<file path="config.mk">
export PLATFORM = sky130hd
export DESIGN_NAME = tdm_demux8
export DESIGN_NICKNAME = d
export VERILOG_FILES = /design/src/rtl/tdm_pkg.sv /design/src/rtl/tdm_slot_counter.sv /design/src/rtl/tdm_demux8.sv
export SDC_FILE = /design/constraint.sdc
export NUM_CORES = 1
export LEC_CHECK = 0
export ABC_AREA = 1
export CORE_UTILIZATION = 35
export CTS_CLUSTER_DIAMETER = 100
export DETAILED_ROUTE_END_ITERATION = 16
export GPL_TIMING_DRIVEN = 1
export PLACE_DENSITY_LB_ADDON = 0.3
export SKIP_CTS_REPAIR_TIMING = 1
export SLEW_MARGIN = 25
export SYNTH_ARGS = -nofsm -noshare
export SYNTH_HDL_FRONTEND = slang
export SYNTH_SLANG_ARGS = --single-unit
</file>
<file path="constraint.sdc">
create_clock -name Clock -period 4.6 [get_ports Clock]
set_input_delay 0.69 -clock Clock [delete_from_list [all_inputs] [get_ports Clock]]
set_output_delay 0.69 -clock Clock [all_outputs]
set_load 0.05 [all_outputs]
</file>
<file path="src/rtl/tdm_pkg.sv">
// Shared definitions for the TDM receive path: FSM encoding and default frame geometry.
package tdm_pkg;

    typedef enum logic {
        HUNT   = 1'b0,
        LOCKED = 1'b1
    } state_e;

    localparam int TDM_N     = 8;
    localparam int TDM_SEL_W = 3;

endpackage

</file>
<file path="src/rtl/tdm_slot_counter.sv">
// Modulo-N slot index counter with clear, load-to-1 and enable (priority in that order).
module tdm_slot_counter
    import tdm_pkg::*;
#(
    parameter int N     = TDM_N,
    parameter int SEL_W = TDM_SEL_W
) (
    input  logic             clk_i,
    input  logic             rst_ni,
    input  logic             clr_i,
    input  logic             load1_i,
    input  logic             en_i,
    output logic [SEL_W-1:0] cnt_o,
    output logic             tc_o
);

    logic [SEL_W-1:0] cnt_q;

    // N is a power of two, so the natural SEL_W-bit wrap is the modulo-N wrap.
    always_ff @(posedge clk_i or negedge rst_ni) begin
        if (!rst_ni) begin
            cnt_q <= '0;
        end else if (clr_i) begin
            cnt_q <= '0;
        end else if (load1_i) begin
            cnt_q <= SEL_W'(1);
        end else if (en_i) begin
            cnt_q <= cnt_q + SEL_W'(1);
        end
    end

    assign cnt_o = cnt_q;
    assign tc_o  = (cnt_q == SEL_W'(N - 1));

endmodule

</file>
<file path="src/rtl/tdm_demux8.sv">
// TDM receive demultiplexer: locks to the frame marker, assembles a frame in a shadow
// register and publishes it to w on completion, flagging sync violations.
module tdm_demux8
    import tdm_pkg::*;
#(
    parameter int N     = TDM_N,
    parameter int SEL_W = TDM_SEL_W
) (
    input  logic             Clock,
    input  logic             Resetn,
    input  logic             f,
    input  logic             valid,
    input  logic             sync,
    output logic [N-1:0]     w,
    output logic [SEL_W-1:0] S,
    output logic             locked,
    output logic             frame_valid,
    output logic             sync_err
);

    state_e           state_q;
    logic [N-1:0]     shadow_q;
    logic [N-1:0]     w_q;
    logic             fv_q;
    logic             err_q;

    logic [SEL_W-1:0] slot;
    logic             slot_tc;
    logic             cnt_clr;
    logic             cnt_load1;
    logic             cnt_en;
    logic [N-1:0]     shadow_ins;

    tdm_slot_counter #(
        .N     (N),
        .SEL_W (SEL_W)
    ) u_slot_counter (
        .clk_i   (Clock),
        .rst_ni  (Resetn),
        .clr_i   (cnt_clr),
        .load1_i (cnt_load1),
        .en_i    (cnt_en),
        .cnt_o   (slot),
        .tc_o    (slot_tc)
    );

    // Shadow with the current bit already inserted, so the last slot can go straight to w.
    always_comb begin
        shadow_ins       = shadow_q;
        shadow_ins[slot] = f;
        cnt_clr          = 1'b0;
        cnt_load1        = 1'b0;
        cnt_en           = 1'b0;
        if (valid) begin
            if (state_q == HUNT) begin
                cnt_load1 = sync;
            end else if (sync) begin
                cnt_load1 = 1'b1;
            end else if (slot == '0) begin
                cnt_clr = 1'b1;
            end else begin
                cnt_en = 1'b1;
            end
        end
    end

    always_ff @(posedge Clock or negedge Resetn) begin
        if (!Resetn) begin
            state_q  <= HUNT;
            shadow_q <= '0;
            w_q      <= '0;
            fv_q     <= 1'b0;
            err_q    <= 1'b0;
        end else begin
            fv_q  <= 1'b0;
            err_q <= 1'b0;
            if (valid) begin
                if (state_q == HUNT) begin
                    if (sync) begin
                        shadow_q[0] <= f;
                        state_q     <= LOCKED;
                    end
                end else if (sync) begin
                    // A marker anywhere but slot 0 realigns; it also beats frame completion.
                    shadow_q[0] <= f;
                    err_q       <= (slot != '0);
                end else if (slot == '0) begin
                    err_q   <= 1'b1;
                    state_q <= HUNT;
                end else begin
                    shadow_q <= shadow_ins;
                    if (slot_tc) begin
                        w_q  <= shadow_ins;
                        fv_q <= 1'b1;
                    end
                end
            end
        end
    end

    assign w           = w_q;
    assign S           = slot;
    assign locked      = (state_q == LOCKED);
    assign frame_valid = fv_q;
    assign sync_err    = err_q;

endmodule

</file>
-- Word level (Yosys, flattened, before mapping)
Index checks and enable logic that the tools add are counted.
Widths: inputs -> output; s select.
- output and inout bits: 14
- flip-flop bits (word level): 22
- bits of input ports: 5
- logic and storage cells: 53
- mux-type cells: 31
- eq/ne operators: 2
- reductions and logical operators: 8
- add/subtract/negate cells: 1
- bitwise logic cells: 2
- order comparisons: 2
- operators by type and width (kind ; count):
    $mux 1 ; 26
    $mux 3 ; 3
    $bwmux 8 ; 1
    $reduce_bool 3->1 ; 2
    $reduce_and 5->1 ; 1
    $lt 3x4->1 const B ; 1
    $reduce_and 4->1 ; 1
    $add 3x1->3 const B ; 1
    $demux 1 s3 ; 1
    $eq 3x3->1 const B ; 1
    $ge 3x1->1 const B ; 1
    $logic_not 3->1 ; 1
    $reduce_and 3->1 ; 1
    $ne 2x2->1 const B ; 1
    $not 1->1 ; 2
    $reduce_bool 2->1 ; 1
    $logic_and 1x1->1 ; 1

-- Logic depth before layout (Yosys ltp)
Gate-level depths: netlist of run 1.
- depth in word-level cells: 8
- depth in mapped cells: 13
- mapped depth without buffers: 12

-- Cells and area by module
Synthesis of run 1 repeated with hierarchy kept, for this count alone.
- cells, all modules: 145
- area, all modules: 1163.6 um^2
- by module, submodules not included (module ; times used ; seq. area each (um^2) ; cells each ; area an instance (um^2)):
    tdm_demux8 ; 1 ; 475.5 ; 126 ; 1001.0
    tdm_slot_counter ; 1 ; 75.1 ; 19 ; 162.7

-- Worst setup path after synthesis of run 1
OpenSTA, ideal clock, no wires.
- kind: reg2reg
- from: register u_slot_counter.cnt_q[1] (netlist: u_slot_counter.cnt_o[1])
- to: register u_slot_counter.cnt_q[0] (netlist: u_slot_counter.cnt_o[0])
- cell stages (with the launch flop): 14
- required time: 4.482 ns
- data arrival time: 1.952 ns
- library setup time: 0.118 ns
- path slack: 2.529 ns
- clock period less this slack: 2.071 ns
- buffers on the path: 1
- path through: dfrtp_1 > buf_4 > inv_1 > ha_1 > inv_1 > nor2_1 > inv_1 > ha_1 > inv_1 > nor2_8 > inv_1 > nand3_2 > nand2_1 > nand2_1
- cells in the longest elaborated chain, start to end: 6
- elaborated cells between the ends (all ways): 11
- classes of those cells: mux: 9; reduce/logical: 2
- RTL lines (item ; RTL line ; RTL):
    start: declaration ; tdm_slot_counter.sv:17 ; logic [SEL_W-1:0] cnt_q;
    start signal: assignment ; tdm_slot_counter.sv:28 ; cnt_q <= cnt_q + SEL_W'(1);
    $logic_not 3->1 * ; tdm_demux8.sv:59 ; end else if (slot == '0) begin
    $mux 1 ; tdm_demux8.sv:59 ;
    $mux 1 ; tdm_demux8.sv:57 ; end else if (sync) begin
    $mux 1 ; tdm_demux8.sv:55 ; if (state_q == HUNT) begin
    $mux 1 ; tdm_demux8.sv:54 ; if (valid) begin
    $reduce_bool 3->1 (no source line) / $mux 3 (equally long branches) ; -- ;
Mark *: on every way between the ends. The rest lies on a longest branch, timed or not.
A chain may end at the register's enable or synchronous reset.

-- Final worst setup path of run 1
- from: register u_slot_counter.cnt_q[2] (netlist: u_slot_counter.cnt_o[2])
- to: output S[2]
- RTL lines (item ; RTL line ; RTL):
    end: declaration ; tdm_demux8.sv:15 ; output logic [SEL_W-1:0] S,
No word-level cell between the ends.

==> impl_metrics.py, run 1 <==
metrics = {
    "status": {
        "outcome": "completed",
    },
    "place": {
        "io_buffers": 18,
        "place_inst": 203,
        "pre_cts_ws_ps": 2368,
        "gp_congestion": 0.7845,
        "dp_hpwl_um": 1807,
    },
    "sta": {
        "final_hold_viol_count": 0,
        "fin_crit_sh_pct": 54.11,
        "fmax_ghz": 0.4017,
        "setup_viol": 0,
        "worst_pin_slew_ps": 496.9,
        "final.setup.tns_ps": 0,
        "rsz0062_at_grt": "false",
        "fin_skew_ps": 4.331,
        "final_max_slew_viol_count": 0,
        "relSlewSlack_pct": 66.77,
        "period_needed_ps": 2489,
        "fin_ws_ps": 2111,
    },
    "synthesis": {
        "ys_warn_count": 0,
        "netlist_area_um2": 1179,
        "synth_ff_type": "dfrtp_1",
        "yosysSeqAreaShare_pct": 46.71,
        "yosys.area.top_type": "dfrtp_1",
        "synth-edff-count": 0,
        "synthDistinctLibCells": 18,
        "synth_fp_nets": 155,
        "post-synth-top-count-cell": "nand2_1",
        "ys_top_cells_by_area": "dfrtp_1, nand2_1, nand3_1",
        "syn_avg_cell_area_um2": 8.128,
        "syn_inst": 145,
        "synth-async-reset-ratio_pct": 100.0,
        "netlist.area_leader.share_pct": 46.71,
        "yosys-top-cells-count": "nand2_1, dfrtp_1, inv_1, nand3_1, o21ai_0",
        "ys_seq_elements": 22,
    },
    "layout": {
        "area_growth_pct": 20.17,
        "fillers": 317,
        "n_antenna_cell": 0,
        "multi_input_area_um2": 504.2,
        "drive_above_1_share_pct": 6.748,
        "ff_latch_area_um2": 550.5,
        "post-route-util_pct": 45.28,
        "final_cells": 207,
        "final_nets": 174,
    },
    "grt": {
        "grt_pass1_wl_um": 4291,
        "grt_antenna_before_repair": 0,
        "grt_use_total_pct": 16.42,
        "grt.overflow.total": 0,
        "grt_pass1_vias": 944,
        "grt_max_degree": 23,
    },
    "setup_path": {
        "worstPathArrival_ps": 1800,
        "startpoint": "u_slot_counter.cnt_o[2]$_DFFE_PN0P_",
        "path_delay_family": "buffers and inverters",
        "critPathCaptureType": "primary output",
        "crit_path_cell_trace": "clkdlybuf4s50_1",
        "cp_data_required_time_ps": 3910,
        "cpMaxStageDelayCell": "clkdlybuf4s50_1",
        "cp-start-kind": "flip-flop",
        "max_stage_delay_ps": 880,
        "timing.rr.start": "u_slot_counter.cnt_o[1]$_DFFE_PN0P_",
        "criticalPathCategory": "flip-flop to primary output",
        "crit_fanout": 12,
        "crit_buf_inv": 1,
    },
    "power_and_ir_drop": {
        "power.internal_uw": 395.2,
        "powerDensity_nw_per_um2": 517.6,
        "switching_share_pct": 46.09,
        "clockPowerShare_pct": 15.2,
        "ir_worst_vdd_v": 0.0002712,
        "p_leak_nw": 0.7372,
        "combPwrFrac_pct": 45.1,
        "pwr-share-seq_pct": 39.6,
        "p_sw_uw": 337.9,
    },
    "die": {
        "start_util_pct": 37.68,
        "die-area_um2": 3604,
        "core_um2": 3128,
        "placementRows": 20,
        "die_h_um": 60.03,
        "io_pins": 19,
        "die_w_um": 60.03,
    },
    "clock_tree": {
        "cts_buffers": 3,
        "clkSlewWorstSetupHoldPaths_ps": 130,
        "cts_buffer_depth": 2,
        "cts-htree-levels": 1,
        "cts_sinks": 22,
        "cts_tree": "built",
        "clock_latency_ps": 320,
        "clock-root-buffer": "clkbuf_4",
    },
    "detailed_routing": {
        "antenna_left": 0,
        "via_count": 1015,
        "wl_um": 2478,
        "drc_errors": 0,
        "wl_per_cell_um": 11.97,
        "initialDrtViolationCount": 48,
        "viasPerCell": 4.903,
        "first_pass_iters": 4,
    },
    "hold_path": {
        "hold_path.class": "input port to asynchronous set/reset pin",
    },
    "run": {
        "timing.max_cap.violations": 0,
    },
}
## logic make-up after synthesis
logic type | count (synthesis) | synth area share (%)
AOI/OAI and AO/OA | 13 | 5.520
and+or+nand+nor | 77 | 31.95
adders and majority gates | 5 | 5.308
buffers and inverters | 28 | 10.51
DFF | 22 | 46.71
## path summary, 6_finish.rpt
path	end	slack [ps]	cells past startpoint
min in group Clock	w[1]$_DFFE_PN0P_	490	2
max	S[2]	2110	1
max in group asynchronous	w[2]$_DFFE_PN0P_	3970	1
min	shadow_q[0]$_DFFE_PN0P_	300	1
max reg2reg	w[3]$_DFFE_PN0P_	2470	12
min reg2reg	w[1]$_DFFE_PN0P_	490	2
## power by group through the flow
| stage | clock (mW) | combinational (mW) | sequential, mW |
|---|---|---|---|
| after floorplan | 0 | 0.199 | 0.336 |
| after global placement | 0 | 0.317 | 0.292 |
| after detailed placement | 0 | 0.328 | 0.293 |
| after CTS | 0.116 | 0.331 | 0.289 |
| after global routing | 0.123 | 0.367 | 0.298 |
| final | 0.112 | 0.331 | 0.290 |
## layout by cell type (no fill, tap or decap)
cell type and n:
nand2_1 36, inv_1 22, nand3_1 22, dfrtp_1 22
clkdlybuf4s50_1 17, o21ai_0 10, nand4_1 8, nor2_1 6
ha_1 5, o21ai_1 3, clkbuf_4 3, nand2_4 2
inv_2 1, nor4_1 1, nor2_8 1, nand3_2 1
clkinv_4 1, clkbuf_8 1, buf_2 1
## state kept, by name, indices dropped and copies added, names as in the netlist
register / count
locked: 1
shadow_q: 8
w: 8
frame_valid: 1
sync_err: 1
u_slot_counter.cnt_o: 3
## layout make-up
| cell class | instances | area share (%) |
|---|---|---|
| Inverter | 24 | 6.714 |
| Multi-Input combinational cell | 95 | 35.60 |
| Tap cell | 44 | 3.887 |
| Timing Repair Buffer | 18 | 12.37 |
| Sequential cell | 22 | 38.87 |
| Clock buffer | 4 | 2.562 |
## per-stage QoR
step	area, µm²	hold slack (ps)	total power [mW]
2_1_floorplan	1179	394.4	0.5341
3_3_place_gp	1385	460.6	0.6093
3_5_place_dp	1385	464.3	0.6207
4_1_cts	1421	496.6	0.7354
5_1_grt	1416	333.7	0.7873
6_report	1416	301.3	0.7330
## routing by layer
metal / vias up / share of wire [%] / track usage, %
li1: 512 / - / -
met3: 7 / 3.4 / 3.247
met4: 0 / 2.9 / 8.970
met1: 470 / 47 / 22.55
met2: 26 / 46 / 24.13
met5: - / 0 / 0
## worst reg2reg max path: cells and delay by family (launching register included)
family / cells / cell delay, ps
fa+ha+maj: 2 / 360
simple gates: 5 / 600
buf+inv: 5 / 540
flops: 1 / 580
No activity file was read; power rests on OpenSTA's default activity.
==> run 2: changes to the inputs <==
==> constraint.sdc (replaced) <==
create_clock -name Clock -period 2.09 [get_ports Clock]
set_input_delay 0.3135 -clock Clock [delete_from_list [all_inputs] [get_ports Clock]]
set_output_delay 0.3135 -clock Clock [all_outputs]
set_load 0.05 [all_outputs]
==> run 2 against run 1 <==
Die area is the same. First-iteration DRC count shrank 15%. Via count shrank 4.4%. Clock-buffer cell count is the same. Critical endpoint is now S[1].
==> impl_metrics.py, run 2 (same netlist as run 1, synthesis figures left out) <==
metrics = {
    "layout": {
        "area_growth_pct": 23.04,
        "layout_commonest_cell": "nand2_1",
        "multi_input_area_um2": 504.2,
        "ff_latch_area_um2": 551.8,
        "fin_area_um2": 1450,
        "post-route-util_pct": 46.36,
        "fillers": 312,
        "final_nets": 177,
        "drive_above_1_share_pct": 9.036,
        "n_antenna_cell": 0,
        "final_cell_mix": "nand2_1, nand3_1, inv_1, dfrtp_1, clkdlybuf4s50_1",
    },
    "setup_path": {
        "critPathCaptureType": "primary output",
        "path_delay_family": "buffers and inverters",
        "cp_data_required_time_ps": 1780,
        "criticalPathCategory": "flip-flop to primary output",
        "crit_path_cell_trace": "buf_4, clkdlybuf4s50_1",
        "worstPathArrival_ps": 1690,
        "crit_buf_inv": 2,
        "timing.rr.start": "u_slot_counter.cnt_o[0]$_DFFE_PN0P_",
        "crit_fanout": 10,
        "cpMaxStageDelayCell": "clkdlybuf4s50_1",
        "cp-start-kind": "flip-flop",
        "startpoint": "u_slot_counter.cnt_o[1]$_DFFE_PN0P_",
        "max_stage_delay_ps": 820,
    },
    "clock_tree": {
        "cts_buffers": 3,
        "cts_buffer_depth": 2,
        "cts-htree-levels": 1,
        "cts_sinks": 22,
        "clkSlewWorstSetupHoldPaths_ps": 130,
        "clock-root-buffer": "clkbuf_4",
        "cts_tree": "built",
        "clock_latency_ps": 310,
    },
    "detailed_routing": {
        "antenna_left": 0,
        "initialDrtViolationCount": 41,
        "first_pass_iters": 4,
        "wl_um": 2416,
        "via_count": 970,
        "viasPerCell": 4.619,
        "wl_per_cell_um": 11.50,
        "drc_errors": 0,
    },
    "grt": {
        "grt_antenna_before_repair": 0,
        "grt_pass1_vias": 959,
        "grt_pass1_wl_um": 4264,
        "grt_max_degree": 23,
        "grt_use_total_pct": 16.08,
        "grt.overflow.total": 0,
    },
    "die": {
        "placementRows": 20,
        "io_pins": 19,
        "start_util_pct": 37.68,
        "die_h_um": 60.03,
        "die-area_um2": 3604,
        "core_um2": 3128,
        "die_w_um": 60.03,
    },
    "sta": {
        "fmax_ghz": 0.4990,
        "final_max_slew_viol_count": 0,
        "worst_pin_slew_ps": 511.5,
        "setup_viol": 0,
        "final_hold_viol_count": 0,
        "fin_skew_ps": 10.40,
        "final.setup.tns_ps": 0,
        "relSlewSlack_pct": 65.84,
        "hold_slack_ps": 332.5,
        "fin_crit_sh_pct": 95.89,
        "rsz0062_at_grt": "false",
        "period_needed_ps": 2004,
    },
    "hold_path": {
        "hold_path.class": "input port to asynchronous set/reset pin",
    },
    "status": {
        "outcome": "completed",
    },
    "power_and_ir_drop": {
        "p_leak_nw": 0.7800,
        "powerDensity_nw_per_um2": 1116,
        "clockPowerShare_pct": 14.7,
        "ir_worst_vdd_v": 0.0006195,
        "power.internal_uw": 893.6,
        "p_sw_uw": 725.4,
        "switching_share_pct": 44.81,
        "pwr-share-seq_pct": 38.4,
        "combPwrFrac_pct": 46.9,
    },
    "run": {
        "timing.max_cap.violations": 0,
    },
    "place": {
        "gp_congestion": 0.7709,
        "post_dp_cell_area_um2": 1408,
        "dp_hpwl_um": 1774,
        "io_buffers": 18,
    },
}
-- run 2: changes by cell type in the layout (fill, tap and decap cells not counted) --
| cell | change |
|---|---|
| buf_4 | +3 |
| dlymetal6s2s_1 | +2 |
| buf_2 | -1 |
| clkdlybuf4s50_1 | -1 |
| dfrtp_1 | -1 |
| dfrtp_2 | +1 |
| inv_1 | -1 |
| inv_2 | +1 |
-- run 2: path summary, 6_finish.rpt --
path                       slack [ps]                                   to  cells after the start
hold reg to reg                   490                     w[1]$_DFFE_PN0P_                      2
max in group asynchronous        1520  u_slot_counter.cnt_o[0]$_DFFE_PN0P_                      2
hold / removal                    330              shadow_q[0]$_DFFE_PN0P_                      2
min in group Clock                490                     w[1]$_DFFE_PN0P_                      2
setup / recovery                   90                                 S[1]                      2
setup reg to reg                  220                     w[5]$_DFFE_PN0P_                     12
-- run 2: power groups by stage --
stage,clock [mW],sequential (mW),combinational (mW)
6_report,0.239,0.622,0.759
5_1_grt,0.267,0.634,0.854
3_3_place_gp,0,0.620,0.751
3_5_place_dp,0,0.626,0.759
4_1_cts,0.250,0.618,0.764
2_1_floorplan,0,0.739,0.437
-- run 2: worst reg2reg max path, cell delays in order (launching register included) --
cell      delay [ps]
dfrtp_2          510
inv_2             80
ha_1             140
inv_1             30
nor2_1           160
inv_1             70
ha_1             170
inv_1            140
nor2_8            90
nand2_4          140
clkinv_4         100
nand3_1           90
nand2_1           50
-- run 2: through the flow --
| step | power (mW) | std cells | setup slack [ps] |
|---|---|---|---|
| 2_1_floorplan | 1.175 | 145 | 19.24 |
| 3_3_place_gp | 1.371 | 206 | 225.5 |
| 3_5_place_dp | 1.384 | 206 | 208.6 |
| 4_1_cts | 1.632 | 210 | -19.12 |
| 5_1_grt | 1.755 | 210 | 18.57 |
| 6_report | 1.619 | 210 | 85.83 |
-- run 2: area by class of cell --
cell class / instances / share of cell area [%]
Sequential cell: 22 / 38.05
Inverter: 24 / 6.557
Tap cell: 44 / 3.796
Clock buffer: 4 / 2.502
Multi-Input combinational cell: 95 / 34.77
Timing Repair Buffer: 21 / 14.32
-- run 2: routing by layer --
layer  global-route usage, %  part of all wire [%]
met1                   20.30                    49
met2                   26.67                    47
met3                   2.381                   2.9
met4                   7.973                   1.3
met5                       0                     0
==> run 3: changes to the inputs <==
--- a/config.mk
+++ b/config.mk
@@ -10,9 +10,10 @@
 export CTS_CLUSTER_DIAMETER = 100
 export DETAILED_ROUTE_END_ITERATION = 16
 export GPL_TIMING_DRIVEN = 1
-export PLACE_DENSITY_LB_ADDON = 0.3
+export PLACE_DENSITY = 0.66
 export SKIP_CTS_REPAIR_TIMING = 1
 export SLEW_MARGIN = 25
 export SYNTH_ARGS = -nofsm -noshare
 export SYNTH_HDL_FRONTEND = slang
+export SYNTH_HIERARCHICAL = 1
 export SYNTH_SLANG_ARGS = --single-unit
==> constraint.sdc (replaced) <==
create_clock -name Clock -period 2.09 [get_ports Clock]
set_input_delay 0.3135 -clock Clock [delete_from_list [all_inputs] [get_ports Clock]]
set_output_delay 0.3135 -clock Clock [all_outputs]
set_load 0.01 [all_outputs]
==> run 3 against run 2 <==
Area after synthesis fell by 1.3%. Cell area down 2.8%. Clock power fell by 23%. Routed wire length shrank 7.2%. Non-clock buffer count up 1. Critical endpoint is now S[2]. Largest power group unchanged.
==> impl_metrics.py, run 3 <==
metrics = {
    "sta": {
        "period_needed_ps": 1769,
        "fin_skew_ps": 11.75,
        "setup_viol": 0,
        "final_max_slew_viol_count": 0,
        "fmax_ghz": 0.5652,
        "worst_pin_slew_ps": 288.4,
        "rsz0062_at_grt": "false",
        "final.setup.tns_ps": 0,
        "hold_slack_ps": 334.3,
        "relSlewSlack_pct": 80.57,
        "fin_crit_sh_pct": 84.65,
        "final_hold_viol_count": 0,
    },
    "synthesis": {
        "synth_ff_type": "dfrtp_1",
        "post-synth-top-count-cell": "nand2_1",
        "yosysSeqAreaShare_pct": 47.31,
        "netlist_area_um2": 1164,
        "yosys.area.top_type": "dfrtp_1",
        "ys_top_cells_by_area": "dfrtp_1, nand2_1, nand3_1",
        "synth-async-reset-ratio_pct": 100.0,
        "synthDistinctLibCells": 21,
        "ys_seq_elements": 22,
        "netlist.area_leader.share_pct": 47.31,
        "synth-edff-count": 0,
        "syn_avg_cell_area_um2": 8.025,
        "synth_fp_nets": 154,
        "syn_inst": 145,
        "ys_warn_count": 6,
        "yosys-top-cells-count": "nand2_1, dfrtp_1, nand3_1",
    },
    "setup_path": {
        "criticalPathCategory": "flip-flop to primary output",
        "crit_path_cell_trace": "buf_4, clkdlybuf4s50_1",
        "path_delay_family": "buffers and inverters",
        "worstPathArrival_ps": 1460,
        "cpMaxStageDelayCell": "clkdlybuf4s50_1",
        "critPathCaptureType": "primary output",
        "max_stage_delay_ps": 550,
        "crit_buf_inv": 2,
        "crit_fanout": 11,
        "cp-start-kind": "flip-flop",
        "cp_data_required_time_ps": 1780,
    },
    "clock_tree": {
        "cts_buffer_depth": 2,
        "clkSlewWorstSetupHoldPaths_ps": 120,
        "cts_buffers": 3,
        "cts_sinks": 22,
        "clock_latency_ps": 300,
        "cts_tree": "built",
        "clock-root-buffer": "clkbuf_4",
        "cts-htree-levels": 1,
    },
    "grt": {
        "grt_use_total_pct": 14.44,
        "grt_antenna_before_repair": 0,
        "grt_pass1_vias": 938,
        "grt.overflow.total": 0,
        "grt_max_degree": 23,
        "grt_pass1_wl_um": 3864,
    },
    "layout": {
        "post-route-util_pct": 45.40,
        "final_cell_mix": "nand2_1, dfrtp_1, nand3_1",
        "fillers": 331,
        "ff_latch_area_um2": 550.5,
        "n_antenna_cell": 0,
        "area_growth_pct": 21.08,
        "fin_area_um2": 1409,
        "final_nets": 176,
        "multi_input_area_um2": 484.2,
        "drive_above_1_share_pct": 11.52,
        "layout_commonest_cell": "nand2_1",
    },
    "detailed_routing": {
        "wl_um": 2242,
        "antenna_left": 0,
        "wl_met2_um": 1075,
        "wl_per_cell_um": 10.73,
        "first_pass_iters": 4,
        "highest_layer": "met4",
        "viasPerCell": 4.679,
        "via_count": 978,
        "initialDrtViolationCount": 52,
        "drc_errors": 0,
        "wl_met1_um": 1048,
        "met3_length_um": 96,
    },
    "place": {
        "dp_hpwl_um": 1682,
        "post_dp_cell_area_um2": 1386,
        "gp_congestion": 0.8442,
        "io_buffers": 18,
    },
    "die": {
        "die_w_um": 59.66,
        "die_h_um": 59.66,
        "die-area_um2": 3559,
        "placementRows": 20,
        "io_pins": 19,
        "start_util_pct": 37.50,
        "core_um2": 3103,
    },
    "power_and_ir_drop": {
        "ir_worst_vdd_v": 0.0004431,
        "powerDensity_nw_per_um2": 1204,
        "p_leak_nw": 0.7168,
    },
    "status": {
        "outcome": "completed",
    },
    "run": {
        "timing.max_cap.violations": 0,
    },
    "hold_path": {
        "hold_path.class": "input port to asynchronous set/reset pin",
    },
}
run 3: report_power, final:
part	internal [mW]	leakage [nW]	switching (mW)
Sequential	0.570	0.290	0.0795
Combinational	0.362	0.413	0.500
Clock	0.0672	0.0138	0.118
Total	0.999	0.717	0.698
run 3: cell families after synthesis:
logic type | after synthesis | share of synthesized area (%)
buf+inv | 28 | 11.07
fa+ha+maj | 4 | 4.301
flops | 22 | 47.31
simple gates | 76 | 30.11
compound gates | 15 | 7.205
run 3: stage by stage:
| stage | std cells | power [mW] | setup WS, ps |
|---|---|---|---|
| floorplan | 145 | 1.226 | 464.7 |
| global placement | 206 | 1.503 | 264.1 |
| detailed placement | 206 | 1.519 | 188.9 |
| CTS | 209 | 1.709 | 314.1 |
| global route | 209 | 1.852 | 240.4 |
| finish | 209 | 1.696 | 320.9 |
run 3: routing by layer:
| metal | up-vias | track usage, % |
|---|---|---|
| li1 | 501 | - |
| met3 | 3 | 2.165 |
| met1 | 451 | 18.85 |
| met2 | 23 | 23.17 |
| met5 | - | 0 |
| met4 | 0 | 7.309 |
run 3: area by class of cell:
cell class / count / share of cell area, %
Sequential cell: 22 / 39.08
Inverter: 23 / 6.128
Timing Repair Buffer: 22 / 14.92
Tap cell: 44 / 3.908
Multi-Input combinational cell: 95 / 34.37
Clock buffer: 3 / 1.599
run 3: path summary, 6_finish.rpt:
check	from	endpoint	slack, ps	depth (start not counted)
max	u_slot_counter/cnt_o[2]$_DFFE_PN0P_	S[2]	320	2
min	Resetn	shadow_q[0]$_DFFE_PN0P_	330	2
max reg2reg	u_slot_counter/cnt_o[2]$_DFFE_PN0P_	w[3]$_DFFE_PN0P_	450	9
min reg2reg	w[2]$_DFFE_PN0P_	w[2]$_DFFE_PN0P_	490	2
max in group asynchronous	Resetn	w[4]$_DFFE_PN0P_	1530	2
min in group Clock	w[2]$_DFFE_PN0P_	w[2]$_DFFE_PN0P_	490	2
